$ cat src/rtl/ctrl_pkg.sv
// Shared definitions for the multi-cycle control unit: FSM states, opcode
// encodings, instruction classes and datapath select codes.
package ctrl_pkg;

    typedef enum logic [2:0] {
        ST_FETCH  = 3'd0,
        ST_DECODE = 3'd1,
        ST_EXEC   = 3'd2,
        ST_MEM    = 3'd3,
        ST_WB     = 3'd4
    } state_e;

    typedef enum logic [2:0] {
        CL_R,
        CL_IMM,
        CL_BR,
        CL_JMP,
        CL_LD,
        CL_ST,
        CL_ILL
    } op_class_e;

    localparam logic [5:0] OP_R    = 6'b000000;
    localparam logic [5:0] OP_ADDI = 6'b000110;
    localparam logic [5:0] OP_ANDI = 6'b000111;
    localparam logic [5:0] OP_SUBI = 6'b001000;
    localparam logic [5:0] OP_ORI  = 6'b001001;
    localparam logic [5:0] OP_BEQ  = 6'b001010;
    localparam logic [5:0] OP_BNEQ = 6'b001011;
    localparam logic [5:0] OP_BGEZ = 6'b001100;
    localparam logic [5:0] OP_SLTI = 6'b001101;
    localparam logic [5:0] OP_LH   = 6'b001110;
    localparam logic [5:0] OP_LW   = 6'b001111;
    localparam logic [5:0] OP_SB   = 6'b010000;
    localparam logic [5:0] OP_SH   = 6'b010001;
    localparam logic [5:0] OP_SW   = 6'b010010;
    localparam logic [5:0] OP_LUI  = 6'b010011;
    localparam logic [5:0] OP_LB   = 6'b010100;
    localparam logic [5:0] OP_J    = 6'b010101;
    localparam logic [5:0] OP_JR   = 6'b010110;
    localparam logic [5:0] OP_JAL  = 6'b010111;

    // Read and write buses use different width encodings
    localparam logic [1:0] MR_HALF = 2'b01;
    localparam logic [1:0] MR_WORD = 2'b10;
    localparam logic [1:0] MR_BYTE = 2'b11;
    localparam logic [1:0] MW_BYTE = 2'b01;
    localparam logic [1:0] MW_HALF = 2'b10;
    localparam logic [1:0] MW_WORD = 2'b11;

    localparam logic [1:0] AS_REG  = 2'b00;
    localparam logic [1:0] AS_IMM  = 2'b01;
    localparam logic [1:0] AS_BR   = 2'b10;
    localparam logic [1:0] AS_ADDR = 2'b11;

endpackage

$ cat src/rtl/opcode_classifier.sv
// Combinational opcode decode: instruction class, memory width code for the
// relevant bus, and legality.
module opcode_classifier
    import ctrl_pkg::*;
#(
    parameter int unsigned OPW = 6
) (
    input  logic [OPW-1:0] opcode,
    output op_class_e      op_class,
    output logic [1:0]     mem_code,
    output logic           legal
);

    logic [5:0] op6;
    logic       upper_set;

    assign op6       = opcode[5:0];
    assign upper_set = |(opcode >> 6);

    always_comb begin
        op_class = CL_ILL;
        mem_code = '0;
        if (!upper_set) begin
            case (op6)
                OP_R:                                         op_class = CL_R;
                OP_ADDI, OP_ANDI, OP_SUBI, OP_ORI, OP_SLTI,
                OP_LUI:                                       op_class = CL_IMM;
                OP_BEQ, OP_BNEQ, OP_BGEZ:                     op_class = CL_BR;
                OP_J, OP_JR, OP_JAL:                          op_class = CL_JMP;
                OP_LH: begin op_class = CL_LD; mem_code = MR_HALF; end
                OP_LW: begin op_class = CL_LD; mem_code = MR_WORD; end
                OP_LB: begin op_class = CL_LD; mem_code = MR_BYTE; end
                OP_SB: begin op_class = CL_ST; mem_code = MW_BYTE; end
                OP_SH: begin op_class = CL_ST; mem_code = MW_HALF; end
                OP_SW: begin op_class = CL_ST; mem_code = MW_WORD; end
                default:                                      op_class = CL_ILL;
            endcase
        end
        legal = (op_class != CL_ILL);
    end

endmodule

$ cat src/rtl/multicycle_control_unit.sv
// Multi-cycle instruction sequencer: FETCH/DECODE/EXEC/MEM/WB with memory
// ready stalls, wait timeout and illegal-opcode detection.
module multicycle_control_unit
    import ctrl_pkg::*;
#(
    parameter int unsigned OPW         = 6,
    parameter int unsigned ALUOPW      = 6,
    parameter int unsigned MEM_TIMEOUT = 15
) (
    input  logic              clk,
    input  logic              rst_n,
    input  logic [OPW-1:0]    opcode,
    input  logic              mem_ready,
    output logic              imem_req,
    output logic              ir_write,
    output logic              pc_write,
    output logic              reg_dst,
    output logic              jump,
    output logic              branch,
    output logic [1:0]        mem_read,
    output logic [1:0]        mem_write,
    output logic              mem_to_reg,
    output logic [ALUOPW-1:0] alu_op,
    output logic [1:0]        alu_src,
    output logic              reg_write,
    output logic              illegal_op,
    output logic              timeout,
    output logic [2:0]        state_o
);

    localparam int unsigned CW = $clog2(MEM_TIMEOUT + 1);

    state_e          state, state_next;
    logic [OPW-1:0]  ir_op;
    logic [CW-1:0]   wait_cnt;
    op_class_e       op_class;
    logic [1:0]      mem_code;
    logic            legal;
    logic            waiting, hit_timeout, is_jal;
    logic [ALUOPW-1:0] alu_val;

    opcode_classifier #(.OPW(OPW)) u_classifier (
        .opcode   (ir_op),
        .op_class (op_class),
        .mem_code (mem_code),
        .legal    (legal)
    );

    assign waiting     = (state == ST_FETCH || state == ST_MEM) && !mem_ready;
    assign hit_timeout = waiting && (wait_cnt == CW'(MEM_TIMEOUT));
    assign is_jal      = (ir_op[5:0] == OP_JAL);
    assign alu_val     = (op_class == CL_R) ? '1 : ALUOPW'(ir_op[5:0]);

    always_ff @(posedge clk) begin
        if (!rst_n) begin
            state    <= ST_FETCH;
            ir_op    <= '0;
            wait_cnt <= '0;
        end else begin
            state <= state_next;
            if (state == ST_FETCH && mem_ready)
                ir_op <= opcode;
            // A timeout in FETCH keeps the state, so it must clear explicitly
            if (state_next != state || hit_timeout)
                wait_cnt <= '0;
            else if (waiting)
                wait_cnt <= wait_cnt + CW'(1);
        end
    end

    always_comb begin
        state_next = state;
        case (state)
            ST_FETCH:  if (mem_ready) state_next = ST_DECODE;
            ST_DECODE: state_next = legal ? ST_EXEC : ST_FETCH;
            ST_EXEC: begin
                case (op_class)
                    CL_R, CL_IMM: state_next = ST_WB;
                    CL_LD, CL_ST: state_next = ST_MEM;
                    CL_JMP:       state_next = is_jal ? ST_WB : ST_FETCH;
                    default:      state_next = ST_FETCH;
                endcase
            end
            ST_MEM: begin
                if (mem_ready)
                    state_next = (op_class == CL_LD) ? ST_WB : ST_FETCH;
                else if (hit_timeout)
                    state_next = ST_FETCH;
            end
            default:   state_next = ST_FETCH;
        endcase
    end

    always_comb begin
        imem_req   = 1'b0;
        ir_write   = 1'b0;
        pc_write   = 1'b0;
        reg_dst    = 1'b0;
        jump       = 1'b0;
        branch     = 1'b0;
        mem_read   = '0;
        mem_write  = '0;
        mem_to_reg = 1'b0;
        alu_op     = '0;
        alu_src    = AS_REG;
        reg_write  = 1'b0;
        illegal_op = 1'b0;
        timeout    = 1'b0;
        state_o    = '0;
        // Outputs are forced low throughout reset, not only after the edge
        if (rst_n) begin
            state_o = state;
            timeout = hit_timeout;
            case (state)
                ST_FETCH: begin
                    imem_req = 1'b1;
                    ir_write = mem_ready;
                    pc_write = mem_ready;
                end
                ST_DECODE: illegal_op = !legal;
                ST_EXEC: begin
                    alu_op = alu_val;
                    case (op_class)
                        CL_JMP:       begin jump = 1'b1; pc_write = 1'b1; end
                        CL_BR:        begin branch = 1'b1; alu_src = AS_BR; end
                        CL_IMM:       alu_src = AS_IMM;
                        CL_LD, CL_ST: alu_src = AS_ADDR;
                        default:      alu_src = AS_REG;
                    endcase
                end
                ST_MEM: begin
                    alu_op = alu_val;
                    if (op_class == CL_LD) mem_read  = mem_code;
                    if (op_class == CL_ST) mem_write = mem_code;
                end
                ST_WB: begin
                    alu_op     = alu_val;
                    reg_write  = 1'b1;
                    mem_to_reg = (op_class == CL_LD);
                    reg_dst    = (op_class != CL_R);
                end
                default: ;
            endcase
        end
    end

endmodule

$ cat config.mk
export PLATFORM = sky130hd
export DESIGN_NAME = multicycle_control_unit
export DESIGN_NICKNAME = d
export VERILOG_FILES = /design/src/rtl/ctrl_pkg.sv /design/src/rtl/opcode_classifier.sv /design/src/rtl/multicycle_control_unit.sv
export SDC_FILE = /design/constraint.sdc
export NUM_CORES = 1
export LEC_CHECK = 0
export BUFFER_PORTS_ARGS = -buffer_cell sky130_fd_sc_hd__buf_2
export CORE_ASPECT_RATIO = 1.1
export CORE_MARGIN = 10
export CORE_UTILIZATION = 46
export DETAILED_ROUTE_END_ITERATION = 16
export PLACE_DENSITY_LB_ADDON = 0.25
export SETUP_SLACK_MARGIN = 0.05
export SYNTH_ARGS = -nofsm -noshare
export SYNTH_HDL_FRONTEND = slang
export SYNTH_HIERARCHICAL = 1
export SYNTH_SLANG_ARGS = --single-unit
$ cat constraint.sdc
create_clock -name clk -period 1.9 [get_ports clk]
set_input_delay 0.095 -clock clk [delete_from_list [all_inputs] [get_ports clk]]
set_output_delay 0.095 -clock clk [all_outputs]
set_load 0.03 [all_outputs]
==> metrics.md, run 1 <==
| Metric | Value |
|---|---|
| Setup repair after global routing missed its margin | `true` |
| Flip-flop and latch count after synthesis | `13` |
| Share of layout cells above drive strength 1 | `0.541` |
| Simple-gate area share of the yosys netlist | `0.447` |
| Number of sinks handled by clock tree synthesis | `13` |
| TritonRoute pass-1 iters | `4` |
| Run status | `finished with violations` |
| Fraction of the cycle the final worst path needs | `1.15` |
| Die boundary height | `72.1 um` |
| Endpoint type of the worst setup path | `output pin` |
| Worst slew margin relative to its limit | `0.734` |
| Hold bufs inserted after CTS | `0` |
| Combined area of the multi-input logic cells | `roughly 1000 um^2` |
| Avg Cell Area, Syn | `roughly 7.4 um^2` |
| DR vias | `1548` |
| Core area | `between 2000 and 2500 um^2` |
| Launch point of the worst path | `ir_op[2]$_SDFFE_PN0P_` |
| Post-Place Setup Slack | `-0.108 ns` |
| Number of nets produced by synthesis | `around 160` |
| Leakage dissipation | `about 0.86 nW` |
| Total number of H-tree levels | `1` |
| CTS Root Cell | `sky130_fd_sc_hd__clkbuf_4` |
| Clock-pin slew of the registers on the worst-case setup and hold paths | `approximately 0.09 ns` |
| Cell type with the largest total area after synthesis | `sky130_fd_sc_hd__dfxtp_1` |
| PD cells | `~630 nW/um^2` |
| Global Route Usage Sum | `0.173` |
| Maximum clock frequency | `~460 MHz` |
| Full die area | `between 4000 and 5000 um^2` |
| Number of violations of the max-capacitance limit | `0` |
| Remaining global-route overflow | `0` |
| Startpoint of the tightest hold check path | `opcode[5]` |
| Number of I/O pins | `34` |
| Largest family of logic cells by synthesized area | `simple AND/OR/NAND/NOR gates` |
| Aggregate routed wire length | `around 5400 um` |
| Critical register-to-register path startpoint | `ir_op[2]$_SDFFE_PN0P_` |
| Average via count per standard cell | `approximately 6.2` |
| Antenna-violating nets left | `0` |
| Vias in the first global route | `about 1400` |
| Top cell type's share of synthesized area | `0.229` |
| Later-pin clock latency in the skew report | `just under 0.3 ns` |
| Most frequent cells after synthesis | `sky130_fd_sc_hd__nor2_1 (30), sky130_fd_sc_hd__dfxtp_1 (13), sky130_fd_sc_hd__nand2_1 (10)` |
| Share of async-settable or async-resettable flops after synthesis | `0` |
| Worst setup margin | `-0.279 ns` |
| Largest net degree at the start of global routing | `16` |
| Critical path launch point type | `flip-flop` |
| Number of buffers and inverters on the critical path | `2` |
| Die X | `between 60 and 70 um` |
| Final-report hold violation count | `0` |
| Setup-violating endpoint count in the final report | `19` |
| Clock tree from TritonCTS | `yes` |
| Data arrival time of the critical path | `2.08 ns` |
| Clock buffers created by TritonCTS | `3` |
| Antenna fix cells | `0` |
| Detailed Place HPWL | `2780 um` |
| Cell with the biggest individual delay on the critical path | `sky130_fd_sc_hd__dfxtp_4` |
| Number of enable flip-flop cells after synthesis | `0` |
| Unique masters post-synth | `between 40 and 50` |
| Largest incremental delay on the critical path | `just over 0.4 ns` |
| Final worst path period need | `2.18 ns` |
| Class of the most critical setup path | `flip-flop to output pin` |
| Maximum buffer depth of the clock tree | `2` |
| Number of rows created at floorplan | `18` |
| Post-layout nets | `231` |
| Share of the synthesized area in compound gates (AO/OA/AOI/OAI) | `0.143` |
| Number of standard cells after synthesis | `approximately 150` |
| Number of I/O port buffers | `33` |
| Top_reg_cell synth | `sky130_fd_sc_hd__dfxtp_1` |
| Final total power | `~0.0013 W` |
| Type of the most critical hold path | `input pin to flip-flop` |
| Transition at the pin with the smallest max-transition slack | `between 0.3 and 0.4 ns` |
| Starting density of the core | `0.494` |
| Cell type group with the largest total delay on the critical path | `compound AO/OA/AOI/OAI gates` |
| Required @ worst endpoint | `around 1.8 ns` |
| Final routed DRC violation total | `0` |
| Setup Skew | `approximately 0.0019 ns` |
| Highest fanout seen on the critical path | `8` |
| Area overhead of the layout relative to synthesis | `76.0%` |
| Largest cells by area after synthesis | `sky130_fd_sc_hd__dfxtp_1 (23%), sky130_fd_sc_hd__nor2_1 (9.9%), sky130_fd_sc_hd__mux2i_1 (6.2%), sky130_fd_sc_hd__nor2b_1 (4.4%), sky130_fd_sc_hd__nor3_1 (3.5%)` |
| Number of DRC markers in iteration 0 | `138` |
| Number of pins exceeding their max-slew limit in the final report | `0` |
| Netlist area before placement | `1130 um^2` |
| Wire length of the first global-routing pass | `roughly 6700 um` |
| Warnings, synthesis | `6` |
| Post-synthesis mux area share | `0.0717` |
| Layout fillers | `roughly 120` |
| Share of synthesized cell area in full adder, half adder and majority cells | `0.0110` |
| Routability-driven placement congestion ratio | `0.904` |
| Violations in the final reports | `setup timing` |
| Antenna violations before repair | `0` |
| Cell-by-cell listing of the critical path | `buf_4 > nor2_1 > o21ai_1 > o211a_1 > nand4b_1 > a211oi_4 > buf_6` |
| Area share of xor/xnor cells in the synthesized design | `0.0386` |
| Sequential cell area in the final layout | `roughly 280 um^2` |
| Routed wire length per instance | `between 20 and 25 um` |
| Largest voltage drop on the vdd net | `approximately 570 uV` |
| Share of synthesized area occupied by flip-flops and latches | `0.229` |
| Cell with the most instances after synthesis | `sky130_fd_sc_hd__nor2_1` |
## per-layer routing
metal,global-route usage,part of all wire
met5,0,0
met4,0.0708,0.071
met3,0.0353,0.069
met2,0.320,0.50
met1,0.182,0.36
## power breakdown
part / internal, W / total [W] / switching (W)
logic: 0.000360 / 0.000758 / 0.000398
clock network: 0.0000784 / 0.000181 / 0.000102
registers: 0.000288 / 0.000324 / 0.0000357
total: 0.000726 / 0.00126 / 0.000536
## area by class of cell
| cell class | instances | area share |
|---|---|---|
| repair buffers | 69 | 0.295 |
| multi-input cells | 129 | 0.524 |
| inverters | 5 | 0.00940 |
| well taps | 30 | 0.0188 |
| flip-flops and latches | 13 | 0.138 |
| clock buffers | 3 | 0.0113 |
| clock inverters | 1 | 0.00251 |
## logic make-up after synthesis
group                      after synthesis
and+or+nand+nor                         90
AOI/OAI and AO/OA                       25
DFF                                     13
buffers and inverters                   12
muxes                                    8
xor gates and xnor gates                 5
adders and majority gates                1
## cell usage in the layout (no fill, tap or decap), types with 2 or more instances in the layout
cell type and count:
sky130_fd_sc_hd__buf_6 29, sky130_fd_sc_hd__buf_4 25, sky130_fd_sc_hd__buf_2 15, sky130_fd_sc_hd__nor2_1 14, sky130_fd_sc_hd__nor2_2 11, sky130_fd_sc_hd__nand2_1 9, sky130_fd_sc_hd__dfxtp_1 8, sky130_fd_sc_hd__nor2b_1 7
sky130_fd_sc_hd__mux2i_1 7, sky130_fd_sc_hd__nor2_4 5, sky130_fd_sc_hd__and3_1 5, sky130_fd_sc_hd__inv_1 5, sky130_fd_sc_hd__nor3_4 4, sky130_fd_sc_hd__o21ai_1 4, sky130_fd_sc_hd__a21oi_1 4, sky130_fd_sc_hd__dfxtp_4 4
sky130_fd_sc_hd__nand2b_4 3, sky130_fd_sc_hd__and2_1 3, sky130_fd_sc_hd__nand2b_1 3, sky130_fd_sc_hd__nand4b_1 3, sky130_fd_sc_hd__nand3_1 3, sky130_fd_sc_hd__xor2_1 3, sky130_fd_sc_hd__nor3_1 3, sky130_fd_sc_hd__o21a_1 3
sky130_fd_sc_hd__clkbuf_4 3, sky130_fd_sc_hd__nand4_1 2, sky130_fd_sc_hd__nand3b_1 2, sky130_fd_sc_hd__xnor2_1 2, sky130_fd_sc_hd__o21ai_0 2, sky130_fd_sc_hd__o211ai_1 2, sky130_fd_sc_hd__o211a_1 2
## per-stage QoR
step                 TNS, ns  utilization  std cells  area, um^2  hold WS, ns
CTS                    -1.63        0.795        243        1830       0.0572
finish                 -3.71        0.869        250        2000       0.0628
global route           -4.58        0.869        250        2000       0.0863
detailed placement    -0.607        0.666        229        1530        0.363
floorplan           -0.00273            -        154        1230        0.264
global placement      -0.112        0.666        229        1530        0.351
## timing repair
action / in CTS / in global routing
gates resized for setup: 61 / 28
hold endpoints to repair: 0 / 0
endpoints found under the setup margin: 18 / 21
pin swaps: 19 / 19
setup buffers: 10 / 7
## flip-flops by register name (all words and copies together), names as in the netlist
register,flops
wait_cnt,4
state,3
ir_op,6
## worst paths after layout
check | depth (start not counted) | slack [ns] | endpoint
worst max-delay path | 7 | -0.28 | pc_write
worst min-delay path | 3 | 0.06 | ir_op[5]$_SDFFE_PN0P_
worst max register to register | 10 | -0.14 | state[2]$_SDFF_PN0_
worst min register to register | 2 | 0.55 | wait_cnt[2]$_SDFFE_PP0P_
## worst register-to-register path, stage by stage (launching register included)
cell                       delay [ns]
sky130_fd_sc_hd__dfxtp_4         0.39
sky130_fd_sc_hd__buf_6           0.13
sky130_fd_sc_hd__o211ai_1        0.22
sky130_fd_sc_hd__a32oi_2         0.19
sky130_fd_sc_hd__buf_4           0.19
sky130_fd_sc_hd__nor2b_4         0.13
sky130_fd_sc_hd__buf_6           0.12
sky130_fd_sc_hd__nand2b_4        0.09
sky130_fd_sc_hd__buf_6           0.14
sky130_fd_sc_hd__o32ai_4         0.24
sky130_fd_sc_hd__o21a_1          0.15
No activity file was read; power rests on OpenSTA's default activity.
==> run 2, diff against run 1 <==
- MAX_ROUTING_LAYER: default -> met4
==> run 2 against run 1 <==
  * The run still ends with setup timing left
  * Final cell count shrank 1.6%
  * Fmax grew 2.3%
  * Sequential power is essentially flat
  * Non-clock buffer count shrank 4
  * Sequential share of layout area grew 0.84 points
  * Die area is the same
  * Worst setup slack gained 0.049 ns
  * Largest cell class unchanged
  * Clock skew grew 0.0044 ns
==> metrics.md, run 2 (synthesis gave the netlist of run 1 again) <==
| Metric | Value |
|---|---|
| Area post-placement | `roughly 1500 um^2` |
| Final instance area | `approximately 1900 um^2` |
| Total number of H-tree levels | `1` |
| Aggregate routed wire length | `4150 um` |
| Number of pins exceeding their max-slew limit in the final report | `0` |
| Starting density of the core | `0.494` |
| Die X | `around 67 um` |
| Cell type group with the largest total delay on the critical path | `buffers and inverters` |
| Highest fanout seen on the critical path | `8` |
| Maximum buffer depth of the clock tree | `2` |
| Number of DRC markers in iteration 0 | `around 90` |
| Clock-pin slew of the registers on the worst-case setup and hold paths | `approximately 0.09 ns` |
| Antenna-violating nets left | `0` |
| Largest register by flop count | `ir_op` |
| Detailed Place HPWL | `approximately 2600 um` |
| Worst reg2reg path endpoint | `state[2]$_SDFF_PN0_` |
| Violations in the final reports | `setup timing` |
| Number of I/O pins | `34` |
| Later-pin clock latency in the skew report | `slightly below 0.3 ns` |
| M2 GR Usage | `0.271` |
| Post-Place Setup Slack | `-0.0756 ns` |
| Core area | `between 2000 and 2500 um^2` |
| Endpoint of the most critical setup path | `alu_op[0]` |
| Antenna violations before repair | `0` |
| Class of the most critical setup path | `flip-flop to output pin` |
| Final-report hold violation count | `0` |
| Global Route Usage Sum | `0.156` |
| Transition at the pin with the smallest max-transition slack | `~0.34 ns` |
| Critical path launch point type | `flip-flop` |
| TritonRoute pass-1 iters | `4` |
| Post-route core utilization | `0.820` |
| Routability-driven placement congestion ratio | `0.922` |
| Launch point of the worst path | `ir_op[2]$_SDFFE_PN0P_` |
| Setup repair after global routing missed its margin | `true` |
| Number of I/O port buffers | `33` |
| Endpoint type of the worst setup path | `output pin` |
| Fraction of the cycle the final worst path needs | `1.12` |
| Hold bufs inserted after CTS | `0` |
| Largest register FFs | `6` |
| Share of layout cells above drive strength 1 | `0.528` |
| Count of cell instances traversed by the critical path | `9` |
| Setup-violating endpoint count in the final report | `18` |
| Run status | `finished with violations` |
| GRT met3 Usage | `0.0246` |
| Registers with the highest flip-flop counts | `ir_op: 6 flops, wait_cnt: 4 flops, state: 3 flops` |
| Largest net degree at the start of global routing | `16` |
| PD cells | `600 nW/um^2` |
| Met1 track demand over resource in global routing | `0.170` |
| Cell count of the worst reg-to-reg path | `10` |
| Number of rows created at floorplan | `18` |
| Number of violations of the max-capacitance limit | `0` |
| Remaining global-route overflow | `0` |
| CTS Root Cell | `sky130_fd_sc_hd__clkbuf_4` |
| Average via count per standard cell | `about 5.7` |
| Vias in the first global route | `between 1000 and 1500` |
| Cell with the biggest individual delay on the critical path | `sky130_fd_sc_hd__dfxtp_4` |
| Leakage dissipation | `between 0.8 and 0.9 nW` |
| Cell-by-cell listing of the critical path | `buf_6 > o211ai_1 > a32oi_2 > buf_4 > nor3_4 > buf_6 > nor2_1 > nor2_2 > buf_6` |
| Clock tree from TritonCTS | `yes` |
| Worst slew margin relative to its limit | `0.775` |
| Layout fillers | `between 100 and 150` |
| Post-layout nets | `roughly 230` |
| Data arrival time of the critical path | `2.03 ns` |
| Number of buffers and inverters on the critical path | `4` |
| Type of the most critical hold path | `input pin to flip-flop` |
| Setup Skew | `0.00631 ns` |
| Largest voltage drop on the vdd net | `558 uV` |
| Maximum clock frequency | `~470 MHz` |
| Global routing's busiest layer | `met2` |
| Most common cell after layout, fill and taps aside | `sky130_fd_sc_hd__buf_4` |
| Full die area | `around 4900 um^2` |
| Area overhead of the layout relative to synthesis | `65.9%` |
| Final routed DRC violation total | `0` |
| Routed wire length per instance | `roughly 17 um` |
| Most used cells in the layout excluding fill and tap cells | `sky130_fd_sc_hd__buf_4 (28), sky130_fd_sc_hd__buf_6 (21), sky130_fd_sc_hd__buf_2 (16), sky130_fd_sc_hd__nor2_1 (14), sky130_fd_sc_hd__nor2_2 (12)` |
| Most used cell along the critical path | `sky130_fd_sc_hd__buf_6` |
| Wire length of the first global-routing pass | `roughly 6000 um` |
| Worst setup margin | `-0.229 ns` |
| Required @ worst endpoint | `1.80 ns` |
| Critical register-to-register path startpoint | `ir_op[2]$_SDFFE_PN0P_` |
| DR vias | `between 1000 and 1500` |
| Final worst path period need | `2.13 ns` |
| Number of sinks handled by clock tree synthesis | `13` |
| Clock buffers created by TritonCTS | `3` |
| Largest incremental delay on the critical path | `0.39 ns` |
| FF-to-FF setup slack | `-0.08 ns` |
| Die boundary height | `72.1 um` |
| Antenna fix cells | `0` |
run 2: timing repair:
item | 4_1_cts | 5_1_grt
pin swaps | 14 | 14
buffers inserted | 6 | 8
gates cloned | 0 | 0
resized for setup | 52 | 18
setup endpoints to repair | 18 | 19
run 2: how the worst min path moves through the flow:
stage / to / start / slack (ns) / depth (start not counted)
after detailed placement: ir_op[1]$_SDFFE_PN0P_ / opcode[1] / 0.37 / 3
after global placement: ir_op[2]$_SDFFE_PN0P_ / opcode[2] / 0.35 / 3
final: ir_op[4]$_SDFFE_PN0P_ / opcode[4] / 0.07 / 3
after floorplan: ir_op[0]$_SDFFE_PN0P_ / opcode[0] / 0.26 / 2
after CTS: ir_op[1]$_SDFFE_PN0P_ / opcode[1] / 0.07 / 3
after global routing: ir_op[5]$_SDFFE_PN0P_ / opcode[5] / 0.09 / 3
run 2: worst register-to-register path: cells and delay by family, from the launching register on:
kind	cells	cell delay (ns)
DFF	1	0.39
AOI/OAI and AO/OA	4	0.77
and+or+nand+nor	2	0.22
buffers and inverters	4	0.56
run 2: final cells by class:
cell class,count,area [um^2],area share
Clock buffer,4,26.3,0.0140
Inverter,5,18.8,0.00997
Multi-Input combinational cell,129,997,0.530
Sequential cell,13,277,0.147
Tap cell,30,37.5,0.0199
Timing Repair Buffer,65,527,0.280
run 2: stage by stage:
stage / std cells / power (W) / hold WS (ns) / setup TNS, ns
floorplan: 154 / 0.000623 / 0.264 / -0.00273
detailed placement: 228 / 0.000752 / 0.366 / -0.373
finish: 246 / 0.00113 / 0.0722 / -2.98
global route: 246 / 0.00119 / 0.0853 / -4.56
global placement: 228 / 0.000743 / 0.354 / -0.104
CTS: 238 / 0.00102 / 0.0715 / -1.39
run 2: power breakdown:
| group | leakage, nW | internal (W) | switching [W] |
|---|---|---|---|
| combinational | 0.694 | 0.000305 | 0.000321 |
| sequential | 0.109 | 0.000288 | 0.0000346 |
| clock | 0.0150 | 0.0000816 | 0.0000988 |
| total | 0.819 | 0.000675 | 0.000455 |
run 2: per-layer routing:
metal  vias to the layer above  wire length [um]
li1                        667                 -
met1                       654              1640
met2                        68              2110
met3                        12               308
met4                         0                93
met5                         -                 0
==> run 3, diff against run 2 <==
- RECOVER_POWER: default -> 50
==> run 3 against run 2 <==
  * The run still ends with setup timing left
  * First-iteration DRC count is 5.7% higher
  * Count of clock-buffer cells in the layout is the same
  * Via count down 0.29%
  * Flip-flop and latch count unchanged
  * Power down 0.70%
  * Fmax barely moved
  * Largest cell class unchanged
  * Largest power group unchanged
==> metrics.md, run 3 (synthesis gave the netlist of run 1 again) <==
| Metric | Value |
|---|---|
| Antenna-violating nets left | `0` |
| Post-layout nets | `~230` |
| Area post-placement | `roughly 1500 um^2` |
| Later-pin clock latency in the skew report | `0.29 ns` |
| Endpoint type of the worst setup path | `output pin` |
| Class of the most critical setup path | `flip-flop to output pin` |
| Largest voltage drop on the vdd net | `554 uV` |
| Largest register by flop count | `ir_op` |
| Launch point of the worst path | `ir_op[2]$_SDFFE_PN0P_` |
| Worst-case hold slack | `slightly above 0.07 ns` |
| Routed wire length per instance | `17.0 um` |
| TritonRoute pass-1 iters | `4` |
| Number of rows created at floorplan | `18` |
| Worst reg2reg path endpoint | `state[2]$_SDFF_PN0_` |
| Most common cell after layout, fill and taps aside | `sky130_fd_sc_hd__buf_4` |
| Clock buffers created by TritonCTS | `3` |
| Violations in the final reports | `setup timing` |
| Worst slew margin relative to its limit | `0.696` |
| Remaining global-route overflow | `0` |
| Final worst path period need | `approximately 2.1 ns` |
| Endpoint of the most critical setup path | `alu_op[0]` |
| Leakage dissipation | `about 0.8 nW` |
| Number of violations of the max-capacitance limit | `0` |
| PD cells | `approximately 600 nW/um^2` |
| Required @ worst endpoint | `roughly 1.8 ns` |
| Largest net degree at the start of global routing | `16` |
| Layout fillers | `approximately 150` |
| Die boundary height | `72.1 um` |
| Cell type group with the largest total delay on the critical path | `buffers and inverters` |
| Transition at the pin with the smallest max-transition slack | `around 0.46 ns` |
| Registers with the highest flip-flop counts | `ir_op: 6 flops, wait_cnt: 4 flops, state: 3 flops` |
| Count of cell instances traversed by the critical path | `9` |
| Net switching power | `approximately 0.00045 W` |
| Highest fanout seen on the critical path | `8` |
| Worst setup margin | `-0.230 ns` |
| Number of buffers and inverters on the critical path | `4` |
| DR vias | `between 1000 and 1500` |
| Run status | `finished with violations` |
| Data arrival time of the critical path | `2.03 ns` |
| Critical path launch point type | `flip-flop` |
| Die X | `67.4 um` |
| Final routed DRC violation total | `0` |
| FF-to-FF setup slack | `-0.09 ns` |
| Clock tree from TritonCTS | `yes` |
| Full die area | `around 4900 um^2` |
| Relative contribution of combinational cells to total power | `0.551` |
| Number of pins exceeding their max-slew limit in the final report | `0` |
| Final-report hold violation count | `0` |
| Number of I/O port buffers | `33` |
| Total number of H-tree levels | `1` |
| Cell with the biggest individual delay on the critical path | `sky130_fd_sc_hd__dfxtp_4` |
| Number of sinks handled by clock tree synthesis | `13` |
| Number of I/O pins | `34` |
| Number of cells in the design after placement | `between 200 and 250` |
| Core area | `around 2300 um^2` |
| Critical register-to-register path startpoint | `ir_op[2]$_SDFFE_PN0P_` |
| Wire length of the first global-routing pass | `approximately 6000 um` |
| Post-Place Setup Slack | `-0.0756 ns` |
| Antenna fix cells | `0` |
| Largest register FFs | `6` |
| Vias in the first global route | `between 1000 and 1500` |
| Sequential power share | `0.287` |
| Setup repair after global routing missed its margin | `true` |
| Share of layout cells above drive strength 1 | `0.519` |
| Setup-violating endpoint count in the final report | `18` |
| Detailed Place HPWL | `2620 um` |
| Starting density of the core | `0.494` |
| Sw frac | `0.402` |
| Cell-by-cell listing of the critical path | `buf_6 > o211ai_1 > a32oi_2 > buf_4 > nor3_4 > buf_6 > nor2_1 > nor2_2 > buf_6` |
| Post-route core utilization | `0.812` |
| Clock-pin slew of the registers on the worst-case setup and hold paths | `about 0.09 ns` |
| Setup Skew | `around 0.0058 ns` |
| Fraction of the cycle the final worst path needs | `1.12` |
| Cell count of the worst reg-to-reg path | `10` |
| Most used cell along the critical path | `sky130_fd_sc_hd__buf_6` |
| Type of the most critical hold path | `input pin to flip-flop` |
| Maximum clock frequency | `approximately 470 MHz` |
| Routability-driven placement congestion ratio | `between 0.9 and 1` |
| Most used cells in the layout excluding fill and tap cells | `sky130_fd_sc_hd__buf_4 (27), sky130_fd_sc_hd__buf_6 (21), sky130_fd_sc_hd__buf_2 (15), sky130_fd_sc_hd__nor2_1 (14), sky130_fd_sc_hd__nor2_2 (13)` |
| Antenna violations before repair | `0` |
| Internal portion of total power | `approximately 0.00067 W` |
| CTS Root Cell | `sky130_fd_sc_hd__clkbuf_4` |
| Average via count per standard cell | `approximately 5.7` |
| Hold bufs inserted after CTS | `0` |
| Final instance area | `1860 um^2` |
| Largest incremental delay on the critical path | `between 0.3 and 0.4 ns` |
| Maximum buffer depth of the clock tree | `2` |
| Global Route Usage Sum | `0.156` |
| Number of DRC markers in iteration 0 | `93` |
| Clock group share of total power | `0.161` |
| Aggregate routed wire length | `between 4000 and 5000 um` |
| Area overhead of the layout relative to synthesis | `64.3%` |
| Non-filler cells in the finished layout | `246` |
[run 3: cell types whose count changed in the layout (fill, tap and decap cells not counted), sizes merged]
cell    change
buf         -2
clkbuf      +2
[run 3: worst min-delay path by stage]
stage / to / cells after the start / slack [ns] / start
floorplan: ir_op[0]$_SDFFE_PN0P_ / 2 / 0.26 / opcode[0]
global placement: ir_op[2]$_SDFFE_PN0P_ / 3 / 0.35 / opcode[2]
detailed placement: ir_op[1]$_SDFFE_PN0P_ / 3 / 0.37 / opcode[1]
CTS: ir_op[1]$_SDFFE_PN0P_ / 3 / 0.07 / opcode[1]
global route: ir_op[5]$_SDFFE_PN0P_ / 3 / 0.09 / opcode[5]
finish: ir_op[4]$_SDFFE_PN0P_ / 3 / 0.07 / opcode[4]
[run 3: metrics by stage]
step                power, W  setup TNS (ns)
floorplan           0.000623        -0.00273
finish               0.00112           -3.05
global placement    0.000743          -0.104
detailed placement  0.000752          -0.373
CTS                  0.00102           -1.39
global route         0.00118           -4.59
[run 3: area by class of cell]
class,count,area (um^2),area share
sequential,13,277,0.148
clock buffer,4,26.3,0.0141
timing repair buffer,65,522,0.280
multi-input combinational,129,983,0.528
inverter,5,18.8,0.0101
tap,30,37.5,0.0201
[run 3: power groups by stage]
stage | Clock [W] | Combinational (W) | Sequential [W]
floorplan | 0 | 0.000309 | 0.000313
global placement | 0 | 0.000419 | 0.000324
detailed placement | 0 | 0.000427 | 0.000325
CTS | 0.000185 | 0.000519 | 0.000319
global route | 0.000193 | 0.000659 | 0.000326
finish | 0.000181 | 0.000618 | 0.000322
[run 3: repair_timing]
action,4_1_cts,5_1_grt
resized for setup,52,18
setup buffers,6,8
endpoints found under the setup margin,18,19
pin swaps,14,14
[run 3: worst register-to-register path: stages (launching register included)]
cell and delay, ns:
sky130_fd_sc_hd__dfxtp_4 0.39, sky130_fd_sc_hd__buf_6 0.13, sky130_fd_sc_hd__o211ai_1 0.23, sky130_fd_sc_hd__a32oi_2 0.19
sky130_fd_sc_hd__buf_4 0.19, sky130_fd_sc_hd__nor2b_4 0.13, sky130_fd_sc_hd__buf_6 0.11, sky130_fd_sc_hd__nand2b_4 0.09
sky130_fd_sc_hd__buf_6 0.13, sky130_fd_sc_hd__o32ai_2 0.22, sky130_fd_sc_hd__o21a_1 0.13
[run 3: per-layer routing]
| layer | GRT usage | vias to the layer above | wire length (um) |
|---|---|---|---|
| li1 | - | 664 | - |
| met1 | 0.170 | 650 | 1630 |
| met2 | 0.271 | 69 | 2120 |
| met3 | 0.0246 | 14 | 328 |
| met4 | 0.0662 | 0 | 102 |
| met5 | - | - | 0 |
